===== src/rtl/dm_access_ctrl.sv =====
// MEM-stage data-memory access controller: req/gnt/rvalid handshake, store lane alignment, load capture.
// Optional watchdog enabled by defining DM_TIMEOUT_EN (limit TIMEOUT_CYCLES).
module dm_access_ctrl #(
  parameter int TIMEOUT_CYCLES = 16
) (
  input  logic        clk,
  input  logic        rst,
  input  logic        ex_valid,
  input  logic        ex_load,
  input  logic        ex_store,
  input  logic [2:0]  ex_funct3,
  input  logic [31:0] ex_addr,
  input  logic [31:0] ex_wdata,
  output logic        lsu_stall,
  output logic        lsu_done,
  output logic        misalign_exc,
  output logic        bus_err,
  output logic        dm_req,
  output logic        dm_we,
  output logic [31:0] dm_addr,
  output logic [31:0] dm_wdata,
  output logic [3:0]  dm_web,
  input  logic        dm_gnt,
  input  logic        dm_rvalid,
  input  logic [31:0] dm_rdata,
  output logic [31:0] ld_rdata,
  output logic [2:0]  ld_funct3,
  output logic [1:0]  ld_addr_lo,
  output logic [1:0]  dbg_state
);

  // Handshake: dm_req is held with stable addr/data/strobes until the cycle dm_gnt=1
  // (transfer happens that cycle); a load then waits for dm_rvalid=1, which is
  // accepted only while in WAIT. gnt outside REQ and rvalid outside WAIT are ignored.
  typedef enum logic [1:0] {
    S_IDLE = 2'd0,
    S_REQ  = 2'd1,
    S_WAIT = 2'd2,
    S_DONE = 2'd3
  } state_t;

  state_t      state, state_nxt;
  logic [31:0] addr_q, wdata_q;
  logic [1:0]  size_q;
  logic        store_q, mis_q, err_q;
  logic [31:0] ld_rdata_q;
  logic [2:0]  ld_funct3_q;
  logic [1:0]  ld_addr_lo_q;

  logic        new_op, mis_new, capture, rd_fire, abort, timeout;
  logic [31:0] lane_wdata;
  logic [3:0]  lane_web;

  assign new_op = ex_valid & (ex_load | ex_store);

  // funct3[1]=1 covers LW/SW and the word-sized encodings 011/110/111
  always_comb begin
    mis_new = 1'b0;
    if (ex_funct3[1])      mis_new = (ex_addr[1:0] != 2'b00);
    else if (ex_funct3[0]) mis_new = ex_addr[0];
  end

`ifdef DM_TIMEOUT_EN
  localparam int CW = $clog2(TIMEOUT_CYCLES + 1);
  logic [CW-1:0] tmo_cnt;

  // Abort on the last of TIMEOUT_CYCLES cycles spent waiting without the awaited event.
  assign timeout = ((state == S_REQ) || (state == S_WAIT)) &&
                   (tmo_cnt == CW'(TIMEOUT_CYCLES - 1));

  always_ff @(posedge clk) begin
    if (rst)                                 tmo_cnt <= '0;
    else if (capture || (state == S_REQ && dm_gnt)) tmo_cnt <= '0;
    else if (state == S_REQ || state == S_WAIT)     tmo_cnt <= tmo_cnt + 1'b1;
  end
`else
  logic unused_timeout;
  assign unused_timeout = (TIMEOUT_CYCLES == 0);
  assign timeout        = 1'b0;
`endif

  always_comb begin
    state_nxt = state;
    capture   = 1'b0;
    rd_fire   = 1'b0;
    abort     = 1'b0;
    case (state)
      S_IDLE: begin
        if (new_op) begin
          capture   = 1'b1;
          state_nxt = mis_new ? S_DONE : S_REQ;
        end
      end
      S_REQ: begin
        if (dm_gnt) begin
          state_nxt = store_q ? S_DONE : S_WAIT;
        end else if (timeout) begin
          abort     = 1'b1;
          state_nxt = S_DONE;
        end
      end
      S_WAIT: begin
        if (dm_rvalid) begin
          rd_fire   = 1'b1;
          state_nxt = S_DONE;
        end else if (timeout) begin
          abort     = 1'b1;
          state_nxt = S_DONE;
        end
      end
      S_DONE:  state_nxt = S_IDLE;
      default: state_nxt = S_IDLE;
    endcase
  end

  always_ff @(posedge clk) begin
    if (rst) begin
      state        <= S_IDLE;
      addr_q       <= '0;
      wdata_q      <= '0;
      size_q       <= '0;
      store_q      <= 1'b0;
      mis_q        <= 1'b0;
      err_q        <= 1'b0;
      ld_rdata_q   <= '0;
      ld_funct3_q  <= '0;
      ld_addr_lo_q <= '0;
    end else begin
      state <= state_nxt;
      if (capture) begin
        addr_q  <= ex_addr;
        wdata_q <= ex_wdata;
        size_q  <= ex_funct3[1:0];
        store_q <= ex_store;
        mis_q   <= mis_new;
        err_q   <= 1'b0;
        // the formatter context belongs to the last load; stores leave it alone
        if (ex_load) begin
          ld_funct3_q  <= ex_funct3;
          ld_addr_lo_q <= ex_addr[1:0];
        end
      end
      if (abort)   err_q      <= 1'b1;
      if (rd_fire) ld_rdata_q <= dm_rdata;
    end
  end

  always_comb begin
    lane_wdata = wdata_q;
    lane_web   = 4'b1111;
    if (!size_q[1]) begin
      if (size_q[0]) begin
        lane_wdata = {2{wdata_q[15:0]}};
        lane_web   = addr_q[1] ? 4'b1100 : 4'b0011;
      end else begin
        lane_wdata = {4{wdata_q[7:0]}};
        lane_web   = 4'b0001 << addr_q[1:0];
      end
    end
  end

  assign lsu_stall    = ((state == S_IDLE) && new_op) || (state == S_REQ) || (state == S_WAIT);
  assign lsu_done     = (state == S_DONE);
  assign misalign_exc = (state == S_DONE) && mis_q;
  assign bus_err      = (state == S_DONE) && err_q;
  assign dm_req       = (state == S_REQ);
  assign dm_we        = (state == S_REQ) && store_q;
  assign dm_addr      = {addr_q[31:2], 2'b00};
  assign dm_wdata     = lane_wdata;
  assign dm_web       = store_q ? lane_web : 4'b0000;
  assign ld_rdata     = ld_rdata_q;
  assign ld_funct3    = ld_funct3_q;
  assign ld_addr_lo   = ld_addr_lo_q;
  assign dbg_state    = state;

endmodule

===== config.mk =====
export PLATFORM = sky130hd
export DESIGN_NAME = dm_access_ctrl
export DESIGN_NICKNAME = d
export VERILOG_FILES = /design/src/rtl/dm_access_ctrl.sv
export SDC_FILE = /design/constraint.sdc
export NUM_CORES = 1
export LEC_CHECK = 0
export BUFFER_PORTS_ARGS = -buffer_cell sky130_fd_sc_hd__buf_2
export CORE_MARGIN = 2
export CORE_UTILIZATION = 29
export CTS_BUF_LIST = sky130_fd_sc_hd__clkbuf_4 sky130_fd_sc_hd__clkbuf_8 sky130_fd_sc_hd__clkbuf_16
export DETAILED_ROUTE_END_ITERATION = 10
export GPL_TIMING_DRIVEN = 0
export HOLD_SLACK_MARGIN = 0.08
export PLACE_DENSITY = 0.62
export SLEW_MARGIN = 30
export SYNTH_ARGS = -nofsm -noshare
export SYNTH_HDL_FRONTEND = slang
export SYNTH_SLANG_ARGS = --single-unit

===== constraint.sdc =====
create_clock -name clk -period 3 [get_ports clk]
set_clock_uncertainty 0.05 [all_clocks]
set_input_delay 0.3 -clock clk [delete_from_list [all_inputs] [get_ports clk]]
set_output_delay 0.3 -clock clk [all_outputs]
set_load 0.02 [all_outputs]

Yosys cells after proc, flatten, opt, wreduce, memory -nomap -nowiden --
Cells that the tools add are included.
Operators by class: add/sub/neg operators 0, multiply operators 0, div/mod/pow operators 0, $lt $le $gt $ge 0, equality and inequality tests 6, shifts and indexed selects 1, muxes and demuxes 18, bitwise operators 2, reductions and logical operators 9
Operator list (number):
- $mux W32 | 2
- $mux W4 | 4
- $mux W2 | 4
- $pmux W2 S4 | 1
- $mux W1 | 7
- $eq A2 B2 Y1 const B | 2
- $ne A2 B2 Y1 const B | 2
- $shl A1 B2 Y4 const A | 1
- $logic_and A1 B1 Y1 | 3
- $reduce_and A3 Y1 | 1
- $eq A2 B1 Y1 const B | 1
- $logic_not A2 Y1 | 1
- $logic_or A1 B1 Y1 | 2
- $ne A2 B1 Y1 const B | 1
- $reduce_and A2 Y1 | 1
- $reduce_bool A2 Y1 | 1
- $and A1 B1 Y1 | 1
- $or A1 B1 Y1 | 1
Storage, ports and cells: bits in registers 107, latch bits 0, memory bits (writable) 0, ROM bits 0, bits of input ports 106, output and inout bits 113, memories 0

Logic depth before layout (Yosys ltp) --
Gate-level depths: netlist (run 1).
depth in word-level cells 5, depth in mapped cells 7, gate-level depth less buffers 6

Least setup slack after synthesis (run 1) --
OpenSTA, ideal clock, no wires.
kind register -> output, start point register state[0] (netlist: dbg_state[0]), end point output lsu_stall, arrival 1.582 ns, required time 2.650 ns, slack 1.068 ns, stages on the path, launching flop included 6, cells stage by stage dfxtp_1 > inv_1 > ha_1 > o211a_1 > buf_2 > or3_1
Between the ends: word-level cells in the longest chain between the ends 4
Ends and longest elaborated chain:
- from (decl) | RTL line 42 | state_t state, state_nxt;
- from (signal assigned) | RTL line 129 | state <= state_nxt;
- $logic_not A2 Y1 | RTL line 162 | assign lsu_stall = ((state == S_IDLE) && new_op) || (state == S_REQ) || (state == S_WAIT);
- $logic_and A1 B1 Y1 | RTL line 162
- $logic_or A1 B1 Y1 | RTL line 162
- $logic_or A1 B1 Y1 * | RTL line 162
- to (decl) | RTL line 14 | output logic lsu_stall,
Mark *: on every way between the ends. The rest lies on a longest branch, timed or not.

Final worst setup path (run 1) --
start point register state[1] (netlist: dbg_state[1]), end point output lsu_stall
Same word-level chain as after synthesis.

==> results of run 1 <==
logic make-up (layout without fill, tap and decap cells):
group | Yosys count | count (layout)
DFF | 107 | 107
and+or+nand+nor | 231 | 231
other | 1 | 3
AOI/OAI and AO/OA | 124 | 124
buffers and inverters | 83 | 311
adders and majority gates | 5 | 5
muxes | 29 | 29
cells in the final DEF (no fill, tap or decap), drive strengths merged, types with 5 or more instances in the layout:
cell    Yosys  layout
mux2       16      16
o21ai      11      11
nand2     207     207
nor2       11      11
buf        52     266
a21oi     106     106
mux2i      13      13
ha          5       5
dfxtp     107     107
clkbuf     26      38
inv         5       5
state kept, by name, indices dropped and copies added (netlist names):
| register | flops |
|---|---|
| ld_rdata | 32 |
| dbg_state | 2 |
| size_q | 2 |
| ld_addr_lo | 2 |
| wdata_q | 32 |
| mis_q | 1 |
| addr_q | 32 |
| ld_funct3 | 3 |
| store_q | 1 |
layer usage:
layer	global-route usage (%)	routed length (µm)
met5	0	0
met4	5.05	204
met3	5.08	987
met2	28.3	6560
met1	19.3	6060
power breakdown:
group | internal (mW) | switching, mW
combinational | 0.593 | 0.976
sequential | 1.62 | 0.129
clock | 0.669 | 0.515
total | 2.88 | 1.62
per-stage QoR:
stage,area [µm²],power [mW]
2_1_floorplan,4550,2.83
3_3_place_gp,5890,3.36
3_5_place_dp,5890,3.37
4_1_cts,6170,4.57
5_1_grt,6170,4.78
6_report,6170,4.50
layout make-up:
type                    count  area (µm²)
fillers                  1644        9080
flip-flops and latches    107        2140
multi-input cells         392        1930
repair buffers            214        1070
plain buffers              78         460
well taps                 211         264
clock buffers              12         248
clock inverters             2        38.8
inverters                   5        18.8
worst max path at each step:
stage                       startpoint   endpoint  slack [ns]  cells after the start
final                     dbg_state[1]  lsu_stall        0.59                      6
after global placement    dbg_state[1]  lsu_stall        0.96                      6
after detailed placement  dbg_state[1]  lsu_stall        0.96                      6
after floorplan           dbg_state[0]  lsu_stall        1.07                      5
after global routing      dbg_state[1]  lsu_stall        0.43                      6
after CTS                 dbg_state[1]  lsu_stall        0.55                      6
worst register-to-register path, stage by stage (launching register included):
cell     delay [ns]
dfxtp_1        0.35
inv_1          0.15
ha_1           0.26
o211a_1        0.26
buf_2          0.28
buf_2          0.30
nand2_1        0.10
a21oi_1        0.12
==> impl_metrics.tcl, run 1 <==
set metrics [dict create \
    cts-buffers-inserted 9 \
    grt_usage_pct 16.3 \
    r2r_slack_ns 1.08 \
    avgSynthCellArea_um2 7.84 \
    fin_cells 1021 \
    start_util_pct 29.8 \
    syn_inst 580 \
    hold_viol_final 0 \
    post-route-drc-count 0 \
    setup_violations 0 \
    drt-wirelength-per-cell_um 13.5 \
    grt_max_degree 16 \
    syn_area_um2 4540 \
    hpwl_um 10500 \
    relSlewSlack_pct 52.1 \
    ys_warn_count 0 \
    die_w_um 129 \
    num_vias 4397 \
    synth.most_common_cell "nand2_1" \
    cap_violations 0 \
    cp_top_family "buffers and inverters" \
    syn2layout_area_growth_pct 35.8 \
    dpl_worst_slack_ns 0.955 \
    synth_xor_area_share_pct 0 \
    cp.required_ns 2.65 \
    ys_seq_elements 107 \
    postCtsSetupRepairBufs 0 \
    crit_top_cell "buf_2" \
    hold_path_class "in -> reg" \
    holdPathEnd "ld_rdata[27]" \
    clkLatencyLatePin_ns 0.35 \
    yosys.area.top_type "dfxtp_1" \
    reg2reg_from "dbg_state[0]" \
    max_stage_delay_ns 0.45 \
    die_y_um 129 \
    rsz0062_at_grt "false" \
    netlist.area_leader.share_pct 47.1 \
    endpoint_kind "primary output" \
    cts_tree "built" \
    first_global_vias 4114 \
    yosys-top-cells-count "207 x nand2_1, 107 x dfxtp_1, 106 x a21oi_1" \
    n_antenna_cell 0 \
    grt_overflow 0 \
    antenna_found_initial 0 \
    grt_pass1_wl_um 20900 \
    synth_compound_area_share_pct 14.2 \
    async_reset_ff_share_pct 0 \
    drt.antenna.violating_nets 0 \
    drt_iter0_markers 156 \
    final.setup.worst_slack_ns 0.590 \
    cp.buffers_inverters 3 \
    cts-resized-gates 0 \
    synthMuxAreaShare_pct 6.83 \
    synth-simple-area-share_pct 19.8 \
    rows 45 \
    pwr_density_cell_nw_per_um2 729 \
    power.leakage_nw 2.93 \
    postCtsHoldBufs 0 \
    peakVddDrop_mv 0.326 \
    ctsHtreeMaxLevel 3 \
    nets 918 \
    core_um2 15300 \
    synth_ff_type "dfxtp_1" \
    first_pass_iters 4 \
    cts_sinks 107 \
    status "completed" \
    synth_edf_count 0 \
    r2r_cells 7 \
    ys_top_cells_by_area "dfxtp_1 47%, nand2_1 17%, a21oi_1 12%" \
    synth_top_family_by_area "simple AND/OR/NAND/NOR gates" \
    via_per_inst 4.31 \
    slowest_stage "dfxtp_1" \
    die_area_um2 16700 \
    ios 219 \
    final_util_pct 40.5 \
    r2r_end "wdata_q[14]" \
    wl_um 13800 \
    cts.path.max_buffers 2 \
    fin_tns_setup_ns 0 \
    io_buffers 214 \
    holdPathStages 3 \
    crit_fanout 10 \
    drv_slew 0 \
    whs_ns 0.129 \
    placed_cells 1007 \
    yosysSeqAreaShare_pct 47.1 \
    hp-start "dm_rdata[27]" \
    root_buffer "clkbuf_16" \
    min_period_over_period_pct 80.3 \
    start_kind "register" \
    min_period_ns 2.41 \
    arrival_ns 2.06 \
    clkTransAtPathRegs_ns 0.07 \
    tightestPinTransition_ns 0.716 \
    crit_type "reg -> out" \
    path_cells "inv_1 -> ha_1 -> o211a_1 -> buf_2 -> or3_1 -> buf_2" \
    drive_gt1_share_pct 36.7 \
    routabilityCongestion 0.772 \
    ys_types 28 \
    fmax_mhz 415 \
    yosys.area_share.adder_pct 1.38 \
]
Power figures use the tool's default switching activity.
==> run 2, diff against run 1 <==
Settings changed: ABC_AREA set to 1, PLACE_DENSITY 0.62 to 0.64.
Clock period 3 ns to 2.12 ns, I/O delays scaled along.
==> run 2 against run 1 <==
Effect of this change:
- area after synthesis grew 1.3%
- critical endpoint unchanged
- core utilization is 4.2 points higher
- total power is 64% higher
- non-clock buffer count up 73
- largest power group is now combinational logic
==> impl_metrics.tcl, run 2 <==
set metrics [dict create \
    post-route-drc-count 0 \
    nets 1032 \
    grt_overflow 0 \
    avgSynthCellArea_um2 7.39 \
    die_y_um 130 \
    hold_viol_final 0 \
    crit_fanout 10 \
    seqCellArea_um2 2140 \
    drt-wirelength-per-cell_um 13.2 \
    cp_top_family "buffers and inverters" \
    layout_common_cells "226 x buf_2, 119 x nand2_1, 105 x dfxtp_1, 97 x o21ai_0, 81 x a21oi_1" \
    fin_tns_setup_ns 0 \
    via_per_inst 4.32 \
    synth_top_family_by_area "compound AO/OA/AOI/OAI gates" \
    hpwl_um 10800 \
    fmax_mhz 510 \
    max_stage_delay_ns 0.35 \
    crit_type "reg -> out" \
    first_pass_iters 4 \
    syn_area_um2 4600 \
    min_period_over_period_pct 92.4 \
    arrival_ns 1.70 \
    syn2layout_area_growth_pct 52.4 \
    wl_um 15000 \
    io_buffers 214 \
    start_util_pct 29.3 \
    setup_violations 0 \
    min_period_ns 1.96 \
    cp.buffers_inverters 4 \
    grt_pass1_wl_um 23000 \
    root_buffer "clkbuf_16" \
    ys_top_cells_by_area "dfxtp_1 47%, o21ai_0 11%, nand2_1 9.7%" \
    grt_max_degree 17 \
    whs_ns 0.0864 \
    placed_cells 1055 \
    status "completed" \
    n_fill_cell 1610 \
    cp.required_ns 1.86 \
    cts_sinks 107 \
    synth_xor_area_share_pct 0 \
    power_frac_comb_pct 39.8 \
    final_common_cell "buf_2" \
    core_um2 15700 \
    num_vias 4934 \
    grt_usage_pct 17.4 \
    slowest_stage "dfxtp_2" \
    intPower_mw 4.62 \
    path_cells "inv_1 -> ha_4 -> nand3_4 -> buf_6 -> buf_6 -> nand2_1 -> buf_2" \
    rsz0062_at_grt "false" \
    yosys.area.top_type "dfxtp_1" \
    ctsHtreeMaxLevel 3 \
    peakVddDrop_mv 0.675 \
    netlist.area_leader.share_pct 46.5 \
    routabilityCongestion 0.849 \
    multiInputGateArea_um2 1760 \
    die_w_um 130 \
    clock_power_share_pct 24.9 \
    drive_gt1_share_pct 32.7 \
    yosys.area_share.adder_pct 1.36 \
    cts-buffers-inserted 9 \
    synth_ff_type "dfxtp_1" \
    start_kind "register" \
    yosys-top-cells-count "119 x nand2_1, 107 x dfxtp_1, 97 x o21ai_0" \
    cts_tree "built" \
    async_reset_ff_share_pct 0 \
    die_area_um2 16900 \
    switching_share_pct 37.6 \
    drt_iter0_markers 142 \
    drv_slew 0 \
    rows 46 \
    crit_top_cell "buf_6" \
    clkLatencyLatePin_ns 0.35 \
    ys_types 18 \
    cts.path.max_buffers 2 \
    clkTransAtPathRegs_ns 0.07 \
    fin_cells 1143 \
    seqPwrFrac_pct 35.3 \
    postCtsSetupRepairBufs 0 \
    yosysSeqAreaShare_pct 46.5 \
    synth_edf_count 0 \
    pwr_density_cell_nw_per_um2 1050 \
    cap_violations 0 \
    syn_inst 623 \
    endpoint_kind "primary output" \
    drt.antenna.violating_nets 0 \
    hold_path_class "in -> reg" \
    antenna_found_initial 1 \
    p_switching_mw 2.78 \
    ys_warn_count 0 \
    first_global_vias 4766 \
    synthMuxAreaShare_pct 0 \
    ios 219 \
    power.leakage_nw 3.40 \
    synth.most_common_cell "nand2_1" \
    synth_compound_area_share_pct 19.5 \
    ys_seq_elements 107 \
    synth-simple-area-share_pct 17.0 \
]
==> run 2: path summary, 6_finish.rpt <==
kind,cells after the start,slack (ns),from,end
setup reg to reg,6,0.48,dbg_state[0],ld_rdata[1]
hold / removal,3,0.09,ex_addr[1],ld_addr_lo[1]
setup / recovery,7,0.16,dbg_state[1],lsu_stall
hold reg to reg,2,0.40,wdata_q[26],wdata_q[26]
==> run 2: logic make-up (layout without fill, tap and decap cells) <==
logic type / count (synthesis) / count (layout)
adders and majority gates: 5 / 5
buffers and inverters: 130 / 431
AOI/OAI and AO/OA: 179 / 179
and+or+nand+nor: 201 / 201
other: 1 / 4
DFF: 107 / 107
==> run 2: timing repair <==
item	in CTS	in global routing
hold buffers	72	0
resized for setup	1	6
endpoints found under the hold margin	72	0
setup endpoints to repair	1	14
==> run 2: per-layer routing <==
| metal | track usage (%) | up-vias | part of all wire (%) |
|---|---|---|---|
| li1 | - | 2529 | - |
| met1 | 20.2 | 2213 | 43 |
| met2 | 31.2 | 173 | 49 |
| met3 | 4.80 | 19 | 6.2 |
| met4 | 5.63 | 0 | 2.0 |
| met5 | 0 | - | 0 |
==> run 2: tightest hold or removal path, cell delays in order <==
cell    delay [ns]
buf_2         0.11
nor2_1        0.05
nor2_1        0.08
==> run 2: power groups by stage <==
stage                     clock network, mW  registers, mW  logic [mW]
final                                  1.85           2.61        2.94
after global routing                   1.99           2.66        3.26
after CTS                              1.90           2.60        2.95
after detailed placement                  0           2.64        2.84
after global placement                    0           2.63        2.82
after floorplan                           0           2.78        1.75
==> run 2: layout make-up <==
cell class	instances	area share, %
Antenna cell	1	0.0357
Buffer	79	7.51
Clock buffer	12	3.62
Clock inverter	4	1.05
Inverter	50	2.68
Multi-Input combinational cell	388	25.1
Sequential cell	107	30.6
Tap cell	216	3.85
Timing Repair Buffer	286	25.5
==> run 2: stage by stage <==
step | setup slack, ns | area (µm²) | utilization (%) | total power, mW
floorplan | 0.474 | 4610 | - | 4.53
global placement | 0.349 | 5950 | 37.9 | 5.44
detailed placement | 0.345 | 5950 | 37.9 | 5.48
CTS | 0.00107 | 7000 | 44.6 | 7.45
global route | 0.0407 | 7010 | 44.6 | 7.91
finish | 0.161 | 7010 | 44.6 | 7.40
==> run 3, diff against run 2 <==
Settings changed: CTS_BUF_LIST sky130_fd_sc_hd__clkbuf_4 sky130_fd_sc_hd__clkbuf_8 sky130_fd_sc_hd__clkbuf_16 to unset.
==> run 3 against run 2 <==
Effect of this change:
- core utilization is 0.080 points higher
- clock power is essentially flat
- register-to-register slack about the same
- first-iteration DRC count increased by 9.2%
- routed wire length hardly changed
- count of clock-buffer cells in the layout is the same
- die area unchanged
- hold slack gained 0.014 ns
- non-clock buffer count rose by 2
- combinational power about the same
- critical endpoint unchanged
- critical path depth unchanged
==> impl_metrics.tcl, run 3 (synthesized netlist as in run 2, its figures left out) <==
set metrics [dict create \
    peakVddDrop_mv 0.681 \
    cp-startpoint "dbg_state[1]" \
    power.leakage_nw 3.40 \
    whs_ns 0.100 \
    num_vias 4927 \
    r2r_end "ld_rdata[1]" \
    min_period_over_period_pct 92.3 \
    drv_slew 0 \
    start_kind "register" \
    arrival_ns 1.69 \
    grt_max_degree 17 \
    cp.required_ns 1.86 \
    routabilityCongestion 0.849 \
    die_w_um 130 \
    dpl_cell_area_um2 5950 \
    endpoint_kind "primary output" \
    hold_viol_final 0 \
    crit_end "lsu_stall" \
    die_area_um2 16900 \
    grt_pass1_wl_um 23200 \
    n_fill_cell 1607 \
    io_buffers 214 \
    syn2layout_area_growth_pct 52.7 \
    cap_violations 0 \
    post-route-drc-count 0 \
    setup_violations 0 \
    met3_length_um 895 \
    ios 219 \
    min_period_ns 1.96 \
    start_util_pct 29.3 \
    wl_met2_um 7360 \
    grt_overflow 0 \
    rsz0062_at_grt "false" \
    hold_path_class "in -> reg" \
    reg2reg_from "dbg_state[0]" \
    postLayoutCellArea_um2 7030 \
    cp_num_cells 7 \
    crit_top_cell "buf_6" \
    status "completed" \
    antenna_found_initial 1 \
    ctsHtreeMaxLevel 3 \
    placed_cells 1055 \
    clkLatencyLatePin_ns 0.34 \
    cp.buffers_inverters 4 \
    crit_fanout 10 \
    cts_tree "built" \
    cts_sinks 107 \
    pwr_density_cell_nw_per_um2 1050 \
    multiInputGateArea_um2 1760 \
    final_common_cell "buf_2" \
    first_global_vias 4809 \
    drt.antenna.violating_nets 0 \
    routed.top_layer "met4" \
    fin_cells 1145 \
    wl_um 15000 \
    r2r_slack_ns 0.48 \
    drt-wirelength-per-cell_um 13.1 \
    clkTransAtPathRegs_ns 0.07 \
    die_y_um 130 \
    cts.path.max_buffers 2 \
    nets 1034 \
    layout_common_cells "226 x buf_2, 119 x nand2_1, 105 x dfxtp_1, 97 x o21ai_0, 81 x a21oi_1" \
    path_cells "inv_1 -> ha_4 -> nand3_4 -> buf_6 -> buf_6 -> nand2_1 -> buf_2" \
    seqCellArea_um2 2140 \
    wl_met1_um 6500 \
    drive_gt1_share_pct 32.4 \
    rows 46 \
    postCtsSetupRepairBufs 0 \
    slowest_stage "dfxtp_2" \
    max_stage_delay_ns 0.35 \
    fmax_mhz 511 \
    core_um2 15700 \
    root_buffer "clkbuf_16" \
    first_pass_iters 4 \
    grt_usage_pct 17.6 \
    r2r_cells 6 \
    crit_type "reg -> out" \
    cp_top_family "buffers and inverters" \
    cts-buffers-inserted 9 \
    drt_iter0_markers 155 \
    fin_tns_setup_ns 0 \
    via_per_inst 4.30 \
    hpwl_um 10800 \
]
run 3: cell types whose count changed in the layout (fill, tap and decap cells not counted), sizes merged:
| cell | previous run | this run |
|---|---|---|
| dlygate4sd3 | 72 | 74 |
run 3: final cells by class:
cell class,count,share of cell area [%]
Clock buffer,12,3.51
Multi-Input combinational cell,388,25.1
Buffer,79,7.50
Tap cell,216,3.85
Clock inverter,4,1.05
Inverter,50,2.67
Timing Repair Buffer,288,25.8
Antenna cell,1,0.0356
Sequential cell,107,30.5
run 3: worst min-delay path, cell delays in order:
cell and delay [ns]:
buf_2 0.08, o21ai_0 0.07, a21oi_1 0.10
run 3: how the worst min path moves through the flow:
stage,slack (ns),start,depth (start not counted),end
after floorplan,0.30,ex_addr[0],2,ld_addr_lo[0]
after global placement,0.38,wdata_q[28],2,wdata_q[28]
after detailed placement,0.39,ex_funct3[2],3,ld_funct3[2]
after CTS,0.08,ex_wdata[27],3,wdata_q[27]
after global routing,0.11,ex_wdata[31],3,wdata_q[31]
final,0.10,ex_wdata[29],3,wdata_q[29]
run 3: timing repair:
item / CTS / global route
pin swaps: 0 / 0
resized for setup: 1 / 6
endpoints found under the setup margin: 1 / 14
hold buffers: 74 / 0
gates cloned: 0 / 0
hold endpoints to repair: 74 / 0
run 3: routing by layer:
metal | GRT usage, % | vias up
li1 | - | 2536
met5 | 0 | -
met1 | 20.5 | 2208
met3 | 4.76 | 18
met2 | 31.3 | 165
met4 | 5.63 | 0
run 3: metrics by stage:
stage,power [mW],worst slack (ns),util (%)
finish,7.37,0.163,44.7
global route,7.89,0.0393,44.7
CTS,7.43,0.000204,44.6
detailed placement,5.48,0.345,37.9
global placement,5.44,0.349,37.9
floorplan,4.53,0.474,-
run 3: power breakdown:
part | switching (mW) | internal [mW]
Combinational | 1.82 | 1.13
Clock | 0.750 | 1.07
Sequential | 0.214 | 2.40
Total | 2.78 | 4.59
